`config.mk`:
```
export PLATFORM = sky130hd
export DESIGN_NAME = ecc_scrub_ctrl
export DESIGN_NICKNAME = d
export VERILOG_FILES = /design/src/rtl/ecc_scrub_ctrl.sv
export SDC_FILE = /design/constraint.sdc
export NUM_CORES = 1
export LEC_CHECK = 0
export BUFFER_PORTS_ARGS = -buffer_cell sky130_fd_sc_hd__buf_4
export CORE_MARGIN = 1.5
export CORE_UTILIZATION = 49
export CTS_CLUSTER_DIAMETER = 100
export CTS_CLUSTER_SIZE = 20
export DETAILED_ROUTE_END_ITERATION = 6
export MAX_ROUTING_LAYER = met4
export PLACE_DENSITY = 0.88
export SETUP_SLACK_MARGIN = 0.02
export SLEW_MARGIN = 20
export SYNTH_ARGS = -nofsm -noshare
export SYNTH_HDL_FRONTEND = slang
export SYNTH_SLANG_ARGS = --single-unit
```
`constraint.sdc`:
```
create_clock -name clk -period 2.3 [get_ports clk]
set_input_delay 0.46 -clock clk [delete_from_list [all_inputs] [get_ports clk]]
set_output_delay 0.46 -clock clk [all_outputs]
set_load 0.02 [all_outputs]
```
`src/rtl/ecc_scrub_ctrl.sv`:
```
// Background ECC scrubber: sweeps every memory word, runs it through an external
// SEC decoder, and writes corrected words back while yielding to host traffic.
module ecc_scrub_ctrl #(
  parameter int unsigned ADDR_W   = 8,
  parameter int unsigned INTERVAL = 16
) (
  input  logic              clk,
  input  logic              rst_n,
  input  logic              start_i,
  input  logic              host_req_i,
  output logic              mem_req_o,
  output logic              mem_we_o,
  output logic [ADDR_W-1:0] mem_addr_o,
  output logic [31:0]       mem_wdata_o,
  input  logic              mem_gnt_i,
  input  logic              mem_rvalid_i,
  input  logic [31:0]       mem_rdata_i,
  input  logic [7:0]        mem_rchk_i,
  output logic [31:0]       dec_data_o,
  output logic [7:0]        dec_chk_o,
  output logic              dec_en_o,
  input  logic [31:0]       dec_corr_i,
  output logic              busy_o,
  output logic              done_o,
  output logic [15:0]       corr_cnt_o
);

  localparam int unsigned CNT_W = (INTERVAL > 0) ? $clog2(INTERVAL + 1) : 1;
  localparam logic [CNT_W-1:0] CNT_LOAD = CNT_W'(INTERVAL);

  typedef enum logic [2:0] {
    S_IDLE,
    S_WAIT,
    S_READ,
    S_RESP,
    S_CHECK,
    S_WB,
    S_NEXT
  } state_t;

  state_t            state;
  logic [CNT_W-1:0]  cnt;
  logic [ADDR_W-1:0] addr;

  // Request drops in the same cycle the host claims the memory, so it cannot
  // wait for a clock edge; everything else is decoded from registered state.
  assign mem_req_o  = ((state == S_READ) || (state == S_WB)) && !host_req_i;
  assign mem_we_o   = (state == S_WB);
  assign mem_addr_o = addr;
  assign dec_en_o   = (state == S_CHECK);
  assign busy_o     = (state != S_IDLE);

  always_ff @(posedge clk or negedge rst_n) begin
    if (!rst_n) begin
      state       <= S_IDLE;
      cnt         <= '0;
      addr        <= '0;
      mem_wdata_o <= '0;
      dec_data_o  <= '0;
      dec_chk_o   <= '0;
      done_o      <= 1'b0;
      corr_cnt_o  <= '0;
    end else begin
      done_o <= 1'b0;
      unique case (state)
        S_IDLE: begin
          if (start_i) begin
            addr  <= '0;
            cnt   <= CNT_LOAD;
            state <= S_WAIT;
          end
        end
        S_WAIT: begin
          if (cnt == '0) state <= S_READ;
          else           cnt   <= cnt - CNT_W'(1);
        end
        S_READ: begin
          if (mem_req_o && mem_gnt_i) state <= S_RESP;
        end
        S_RESP: begin
          if (mem_rvalid_i) begin
            dec_data_o <= mem_rdata_i;
            dec_chk_o  <= mem_rchk_i;
            state      <= S_CHECK;
          end
        end
        S_CHECK: begin
          // Check-bit-only errors decode back to the stored data and are skipped.
          if (dec_corr_i != dec_data_o) begin
            mem_wdata_o <= dec_corr_i;
            if (corr_cnt_o != '1) corr_cnt_o <= corr_cnt_o + 16'd1;
            state <= S_WB;
          end else begin
            state <= S_NEXT;
          end
        end
        S_WB: begin
          if (mem_req_o && mem_gnt_i) state <= S_NEXT;
        end
        S_NEXT: begin
          if (addr == '1) begin
            done_o <= 1'b1;
            state  <= S_IDLE;
          end else begin
            addr  <= addr + ADDR_W'(1);
            cnt   <= CNT_LOAD;
            state <= S_WAIT;
          end
        end
        default: state <= S_IDLE;
      endcase
    end
  end

endmodule

```
# Yosys cells after proc, flatten, opt, wreduce, memory -nomap -nowiden
# Cells that the tools add are included.
[totals] reg_bits=105 input_bits=78 output_inout_bits=101
[classes] add_sub_neg=3 eq_ne=16 muxes=17 n_reduce_logical=15
[ops] op="$ne A32 B32 Y1" n=1
[ops] op="$pmux W3 S7" n=1
[ops] op="$add A16 B1 Y16 const B" n=1
[ops] op="$mux W8" n=2
[ops] op="$ne A16 B16 Y1 const B" n=1
[ops] op="$pmux W8 S2" n=1
[ops] op="$mux W3" n=5
[ops] op="$mux W5" n=3
[ops] op="$pmux W5 S3" n=1
[ops] op="$ne A2 B2 Y1 const B" n=5
[ops] op="$eq A3 B3 Y1 const B" n=3
[ops] op="$add A8 B1 Y8 const B" n=1
[ops] op="$eq A8 B8 Y1 const B" n=1
[ops] op="$eq A3 B2 Y1 const B" n=2
[ops] op="$reduce_and A3 Y1" n=2
[ops] op="$reduce_bool A3 Y1" n=2
[ops] op="$logic_not A5 Y1" n=1
[ops] op="$reduce_and A5 Y1" n=1
[ops] op="$sub A5 B1 Y5 const B" n=1
[ops] op="$ne A2 B1 Y1 const B" n=2
[ops] op="$reduce_and A2 Y1" n=2
[ops] op="$reduce_and A4 Y1" n=1
[ops] op="$eq A3 B1 Y1 const B" n=1
[ops] op="$logic_not A3 Y1" n=1
[ops] op="6 further kinds" n=9

# Depth between registers and ports, before layout
# Gate-level depths: netlist of run 1.
[depth] word_depth=6 ltp_mapped=7 mapped_depth_nobuf=7

# Least setup slack after synthesis of run 1
# No wires, ideal clock.
[synth_path] kind="reg2reg" startpoint="reg state[0]" endpoint="reg corr_cnt_o[12]" setup_time_ps=125 arrival_time_ps=2103 t_required_ps=2175 setup_slack_ps=72 stages_incl_launch_ff=7 path_buffers=2 period_less_slack_ps=2228 cell_sequence="dfrtp_1 -> clkbuf_1 -> nor3_1 -> o31ai_4 -> buf_6 -> nor3_1 -> mux2_4"
[synth_between] elab_chain_cells=2
[synth_rtl] item="start: declaration" line_no="41" rtl="state_t state;"
[synth_rtl] item="start signal: assignment" line_no="55" rtl="state <= S_IDLE;"
[synth_rtl] item="start signal: assignment" line_no="70" rtl="state <= S_WAIT;"
[synth_rtl] item="start signal: assignment" line_no="74" rtl="if (cnt == '0) state <= S_READ;"
[synth_rtl] item="$eq A3 B3 Y1"
[synth_rtl] item="named net dec_en_o" line_no="21" rtl="output logic dec_en_o,"
[synth_rtl] item="$reduce_and A3 Y1 (no source line)"
[synth_rtl] item="end signal: assignment" line_no="91" rtl="if (corr_cnt_o != '1) corr_cnt_o <= corr_cnt_o + 16'd1;"
[synth_rtl] item="end: declaration" line_no="25" rtl="output logic [15:0] corr_cnt_o"
# The timed path passes the listed nets, and every way through them passes these cells.
# A chain may end at the register's enable or synchronous reset.

# Worst setup path after layout of run 1
[layout_path] startpoint="reg dec_data_o[8]" endpoint="reg corr_cnt_o[1]"
[layout_between] elab_chain_cells=2
[layout_rtl] item="start: declaration" line_no="19" rtl="output logic [31:0] dec_data_o,"
[layout_rtl] item="start signal: assignment" line_no="82" rtl="dec_data_o <= mem_rdata_i;"
[layout_rtl] item="$ne A32 B32 Y1" line_no="89" rtl="if (dec_corr_i != dec_data_o) begin"
[layout_rtl] item="$reduce_and A3 Y1 (no source line)"
# No other way between the ends.

==> impl_results.md, run 1 <==
* Type of origin of the critical path: flip-flop
* Post-Syn Area at 4820 um2
* Max_cap viols at 0
* #FFs+latches synth at 105
* Final setup viols at 0
* Final worst path period share at 0.982
* Number of enable flip-flop cells after synthesis at 0
* DRC Markers at 0
* GRT Util Overall at 0.248
* Largest stage delay on the critical path at 440 ps
* CTS Hold Bufs at 0
* Pin count of the biggest net entering global routing at 51
* Via count at 3716
* IO buf count at 178
* Clock Skews at 11.0 ps
* # clock sinks at 105
* Avg Vias per Cell at 5.20
* Final worst slack at 40.4 ps
* Worst path slowest cell: dfrtp_1
* Share of flip-flops with an asynchronous set or reset at 1.00
* Least-Margin Pin Slew at 581 ps
* Placer Congestion at 0.871
* CTS buffer count at 9
* Syn Nets at 469
* Maximum clock rate at 443 MHz
* P_leak at 0.00320 uW
* HP Class: primary input to asynchronous set/reset pin
* DRT Pass-1 Iters at 4
* Post-DR wirelength/cell at 16.8 um
* Worst reg2reg setup slack at 40 ps
* Clock buffer depth at 2
* YS warnings at 0
* Crit. End Element: flip-flop
* PwrDens at 1300 nW/um2
* Crit-path cells: xor2_1, nor4_2, nand4_1, o31ai_4, buf_6, nor2_1, mux2_1
* Worst EP required at 2560 ps
* P&R area growth vs syn at 37.8%
* Die Area at 10400 um2
* RSZ-0062 raised after global routing: true
* Placed Area at 6390 um2
* Final Critical Period at 2260 ps
* Critical path arrival at 2520 ps
* Vias in the first global route at 4008
* Diode count at 0
* Remaining antenna violation count at 0
* Initial Util at 0.514
* Antenna violations before repair at 0
* First-pass GRT wire length at 19000 um
* Slew margin rel. at 0.613
* FF-to-FF Start: dec_data_o[8]
* IO Pins at 179
* Slew Viols, Final at 0
* R2r worst-path depth at 7
* Final instance area at 6640 um2
* Cells after DPL at 697
* Run status: completed
* Htree depth at 3
* Die Y at 102 um
* Cells after synthesis at 387
* Final net count at 662
* CP Max Fanout at 14
* Setup Crit Path Kind: flip-flop to flip-flop
* Core footprint at 9370 um2
* Remaining global-route overflow at 0
* Layout Cells excl Fill at 714
* Cell variety after synth at 40
* CTS tree: yes
* Layout cell share with drive strength beyond 1 at 0.506
* DRT iter0 DRCs at 76
* Top_reg_cell synth: dfrtp_1
* Crit Reg-Reg Endpoint: corr_cnt_o[1]
* Pre-CTS WS at -188 ps
* CTS Root Cell: clkbuf_8
* Clk slew on worst S/H paths at 110 ps
* Num rows at 35
* Syn_area_per_cell at 12.4 um2
* Final hold vios at 0
* Final WL at 12000 um
* Die Wd at 102 um
* Clock Latency Late Sink at 370 ps
* Peak VDD IR at 871 uV
* HPWL Detailed at 9130 um
* Post-synthesis sequential area ratio at 0.546
[critical path, delay by kind of cell, from the launching register on]
| kind | cells | cell delay [ps] |
|---|---|---|
| AO/OA/AOI/OAI | 1 | 310 |
| XOR/XNOR | 1 | 180 |
| buffers and inverters | 1 | 220 |
| flip-flops | 1 | 440 |
| multiplexers | 1 | 310 |
| AND/OR/NAND/NOR | 3 | 690 |
[cell type report]
cell class / instances / area (um2)
Inverter: 8 / 30.0
Timing Repair Buffer: 195 / 1500
Sequential cell: 105 / 2630
Tap cell: 129 / 161
Clock buffer: 9 / 124
Fill cell: 686 / 2740
Clock inverter: 7 / 88.8
Multi-Input combinational cell: 261 / 2100
[cell usage after synthesis (2+ instances only)]
cell type  instances  area [um2]
a21oi_1            3        15.0
and2_1             4        25.0
and3_1             2        12.5
buf_4              3        22.5
clkbuf_1           8        30.0
dfrtp_1          105        2630
ha_1               4        50.1
inv_1              8        30.0
mux2_2            74         833
mux2_4             2        30.0
nand2_1           24        90.1
nand3_1           16        80.1
nand4_1            8        50.1
nor2_1            22        82.6
nor2b_1            3        18.8
nor3_1             8        40.0
nor4_1            12        75.1
o211ai_1           2        15.0
o21ai_0            6        30.0
or2_2              2        12.5
or3_1              2        12.5
xnor2_1            6        52.6
xor2_1            46         403
[per-layer routing]
layer,part of all wire,GRT usage,vias up
met4,0.015,0.0885,0
met3,0.066,0.0636,14
met1,0.40,0.284,1829
met5,0,-,-
li1,-,-,1727
met2,0.52,0.422,146
[sequential cells by signal, indices dropped and copies added, names as in the netlist]
| signal | flops |
|---|---|
| dec_chk_o | 8 |
| mem_addr_o | 8 |
| corr_cnt_o | 16 |
| cnt | 5 |
| done_o | 1 |
| state | 3 |
| mem_wdata_o | 32 |
| dec_data_o | 32 |
[report_power, final]
part	total (uW)	internal (uW)	switching (uW)
Combinational	4150	2050	2110
Sequential	3250	2610	639
Clock	1210	527	687
[logic make-up (layout without fill, tap and decap cells)]
kind of cell,count (synthesis),after routing,share of synthesized area
fa+ha+maj,4,4,0.0104
buf+inv,21,219,0.0203
flops,105,105,0.546
mux,79,79,0.188
compound gates,15,15,0.0221
xor+xnor,52,52,0.0946
simple gates,111,111,0.119
[how the worst max path moves through the flow]
stage / cells after the start / startpoint / end
CTS: 7 / dec_data_o[14] / mem_wdata_o[29]
finish: 7 / dec_data_o[8] / corr_cnt_o[1]
global route: 7 / dec_data_o[14] / mem_wdata_o[21]
global placement: 8 / dec_corr_i[24] / mem_wdata_o[30]
detailed placement: 7 / dec_corr_i[8] / mem_wdata_o[9]
floorplan: 6 / state[0] / corr_cnt_o[12]
[per-stage QoR]
stage | power, uW | setup TNS, ps | utilization | hold WS [ps]
5_1_grt | 9090 | -2390 | 0.708 | 110
4_1_cts | 8660 | 0 | 0.706 | 92.7
2_1_floorplan | 5590 | 0 | - | 164
3_5_place_dp | 7430 | -5700 | 0.682 | 494
6_report | 8620 | 0 | 0.708 | 91.7
3_3_place_gp | 7240 | -6920 | 0.682 | 485
[cells in the final DEF (no fill, tap or decap), drive strengths merged, types with 2 or more instances in the layout]
cell type,n
a21oi,3
and2,4
and3,2
buf,195
clkbuf,9
clkinv,4
dfrtp,105
ha,4
inv,10
mux2,77
nand2,24
nand3,16
nand4,8
nor2,23
nor2b,3
nor3,8
nor4,12
o211ai,2
o21ai,6
or2,3
or3,3
xnor2,6
xor2,46
[what timing repair did]
| item | CTS | global route |
|---|---|---|
| endpoints found under the setup margin | 30 | 45 |
| gates resized for setup | 3 | 2 |
| gates cloned | 0 | 0 |
| setup buffers | 0 | 1 |
| pin swaps | 1 | 0 |
| hold endpoints to repair | 0 | 0 |
Power figures use the tool's default switching activity.
==> run 2, diff against run 1 <==
- CORE_UTILIZATION: 49 -> 51
- CTS_BUF_LIST: default -> sky130_fd_sc_hd__clkbuf_2
- PLACE_DENSITY: 0.88 -> 0.9
==> run 2 against run 1 <==
  * The run now ends with setup timing left
  * Clock skew grew 29 ps
  * Wire length up 7.6%
  * Sequential share of layout area down 1.1 points
  * Fmax fell by 5.4%
  * Flip-flop and latch count did not move
  * Final cell count decreased by 0.98%
  * Critical path depth grew 2
  * Worst setup slack worse by 130 ps
  * Combinational power increased by 8.0%
  * Global-route usage increased by 0.78 points
  * Core utilization increased by 3.5 points
==> impl_results.md, run 2 (synthesized netlist as in run 1, its figures left out) <==
* Run status: complete, but fails checks
* Failing checks: setup timing
* HPWL Detailed at 8930 um
* Remaining global-route overflow at 0
* P_leak at 0.00333 uW
* CTS Root Cell: clkbuf_2
* Sw Ratio at 0.411
* Placer Congestion at 0.862
* Most common cell after layout, fill and taps aside: buf_4
* Htree depth at 3
* P&R area growth vs syn at 41.8%
* Top Layer Used: met4
* CTS tree: yes
* Least-Margin Pin Slew at 667 ps
* Worst path slowest cell: dfrtp_1
* Avg Vias per Cell at 5.43
* Slew Viols, Final at 0
* Final worst path period share at 1.04
* DRC Markers at 0
* RSZ-0062 raised after global routing: true
* WL met3 at 820 um
* Initial Util at 0.524
* Crit-path cells: xor2_1, nor4_1, nand4_1, o31ai_4, buf_6, clkbuf_16, buf_12, nor3_2, xor2_1
* Area occupied by multi-input gates at 2260 um2
* Placed Area at 6370 um2
* Final WL at 12900 um
* Register Area at 2630 um2
* Core footprint at 9200 um2
* Final instance area at 6830 um2
* Type of origin of the critical path: flip-flop
* DRT Pass-1 Iters at 4
* Cell internal pwr at 5030 uW
* Clock Latency Late Sink at 570 ps
* Peak VDD IR at 833 uV
* Largest registers: dec_data_o: 32 flops, mem_wdata_o: 32 flops, corr_cnt_o: 16 flops
* Die Area at 10000 um2
* GRT Util Overall at 0.256
* Pin count of the biggest net entering global routing at 64
* Post-DR wirelength/cell at 18.2 um
* Remaining antenna violation count at 0
* Sw Pwr at 3510 uW
* CP Max Fanout at 6
* Final core utilization at 0.743
* Max_cap viols at 0
* Final hold vios at 0
* Via count at 3841
* Die Y at 100 um
* IO Pins at 179
* Met2 wire length at 6660 um
* Clock Power Share at 0.095
* Filler cells at 594
* Highest-count cells in the layout ignoring fill and taps: 193 x buf_4, 103 x dfrtp_1, 67 x mux2_2
* CTS buffer count at 9
* HP Class: primary input to flip-flop
* Largest stage delay on the critical path at 480 ps
* Most frequent cell on the critical path: xor2_1
* Worst EP required at 2760 ps
* Pre-CTS WS at -243 ps
* Antenna violations before repair at 0
* Clock buffer depth at 2
* Final setup viols at 43
* First-pass GRT wire length at 19200 um
* Slew margin rel. at 0.551
* IO buf count at 178
* Maximum clock rate at 419 MHz
* Wire length on met1 at 5120 um
* # clock sinks at 105
* Diode count at 0
* Final Critical Period at 2390 ps
* Total negative slack at -2270 ps
* Layout cell share with drive strength beyond 1 at 0.550
* PwrDens at 1250 nW/um2
* Vias in the first global route at 3906
* Critical path arrival at 2850 ps
* Final net count at 673
* Die Wd at 100 um
* Clk slew on worst S/H paths at 320 ps
* Setup Crit Path Kind: flip-flop to flip-flop
* Num rows at 35
* Final worst slack at -89.4 ps
* Clock Skews at 40.4 ps
* Min Hold Slack at 83.8 ps
* Crit. End Element: flip-flop
* Combinational cell fraction of total power at 0.524
* Sequential share of power at 0.381
* DRT iter0 DRCs at 127
-- run 2: final timing paths --
check	startpoint	end	slack, ps	cells after the start
min in group asynchronous	rst_n	mem_addr_o[3]	250	2
setup reg to reg	dec_data_o[11]	corr_cnt_o[7]	-90	9
max in group asynchronous	rst_n	dec_data_o[9]	1400	3
setup / recovery	dec_data_o[11]	corr_cnt_o[7]	-90	9
hold / removal	mem_rchk_i[3]	dec_chk_o[3]	80	2
hold reg to reg	corr_cnt_o[15]	corr_cnt_o[15]	530	1
-- run 2: layout make-up --
type / instances / area share
Tap cell: 111 / 0.0203
Inverter: 8 / 0.00440
Multi-Input combinational cell: 261 / 0.331
Sequential cell: 105 / 0.385
Clock inverter: 6 / 0.00733
Timing Repair Buffer: 206 / 0.245
Clock buffer: 10 / 0.00733
-- run 2: critical path, delay by kind of cell (launching register included) --
family          cells  cell delay (ps)
simple gates        3              710
flops               1              480
buf+inv             3              450
xor+xnor            2              330
compound gates      1              310
-- run 2: power groups by stage --
stage / clock network [uW] / logic, uW / registers (uW)
3_3_place_gp: 0 / 4020 / 3210
5_1_grt: 919 / 4760 / 3370
3_5_place_dp: 0 / 4140 / 3260
2_1_floorplan: 0 / 1590 / 3990
4_1_cts: 818 / 4170 / 3230
6_report: 814 / 4480 / 3250
-- run 2: metrics by stage --
stage          power [uW]  std cells
2_1_floorplan        5590        387
3_3_place_gp         7230        678
3_5_place_dp         7400        678
4_1_cts              8220        696
5_1_grt              9050        707
6_report             8550        707
-- run 2: metal layers --
metal,vias to the layer above,global-route usage
met3,29,0.0564
met1,1894,0.315
met2,170,0.428
li1,1748,-
met5,-,-
met4,0,0.0715
-- run 2: timing repair --
action	CTS	global route
pin swaps	0	17
hold buffers	1	0
cloned	0	4
resized for setup	2	45
setup endpoints to repair	52	54
hold endpoints to repair	89	0
buffers inserted	1	7
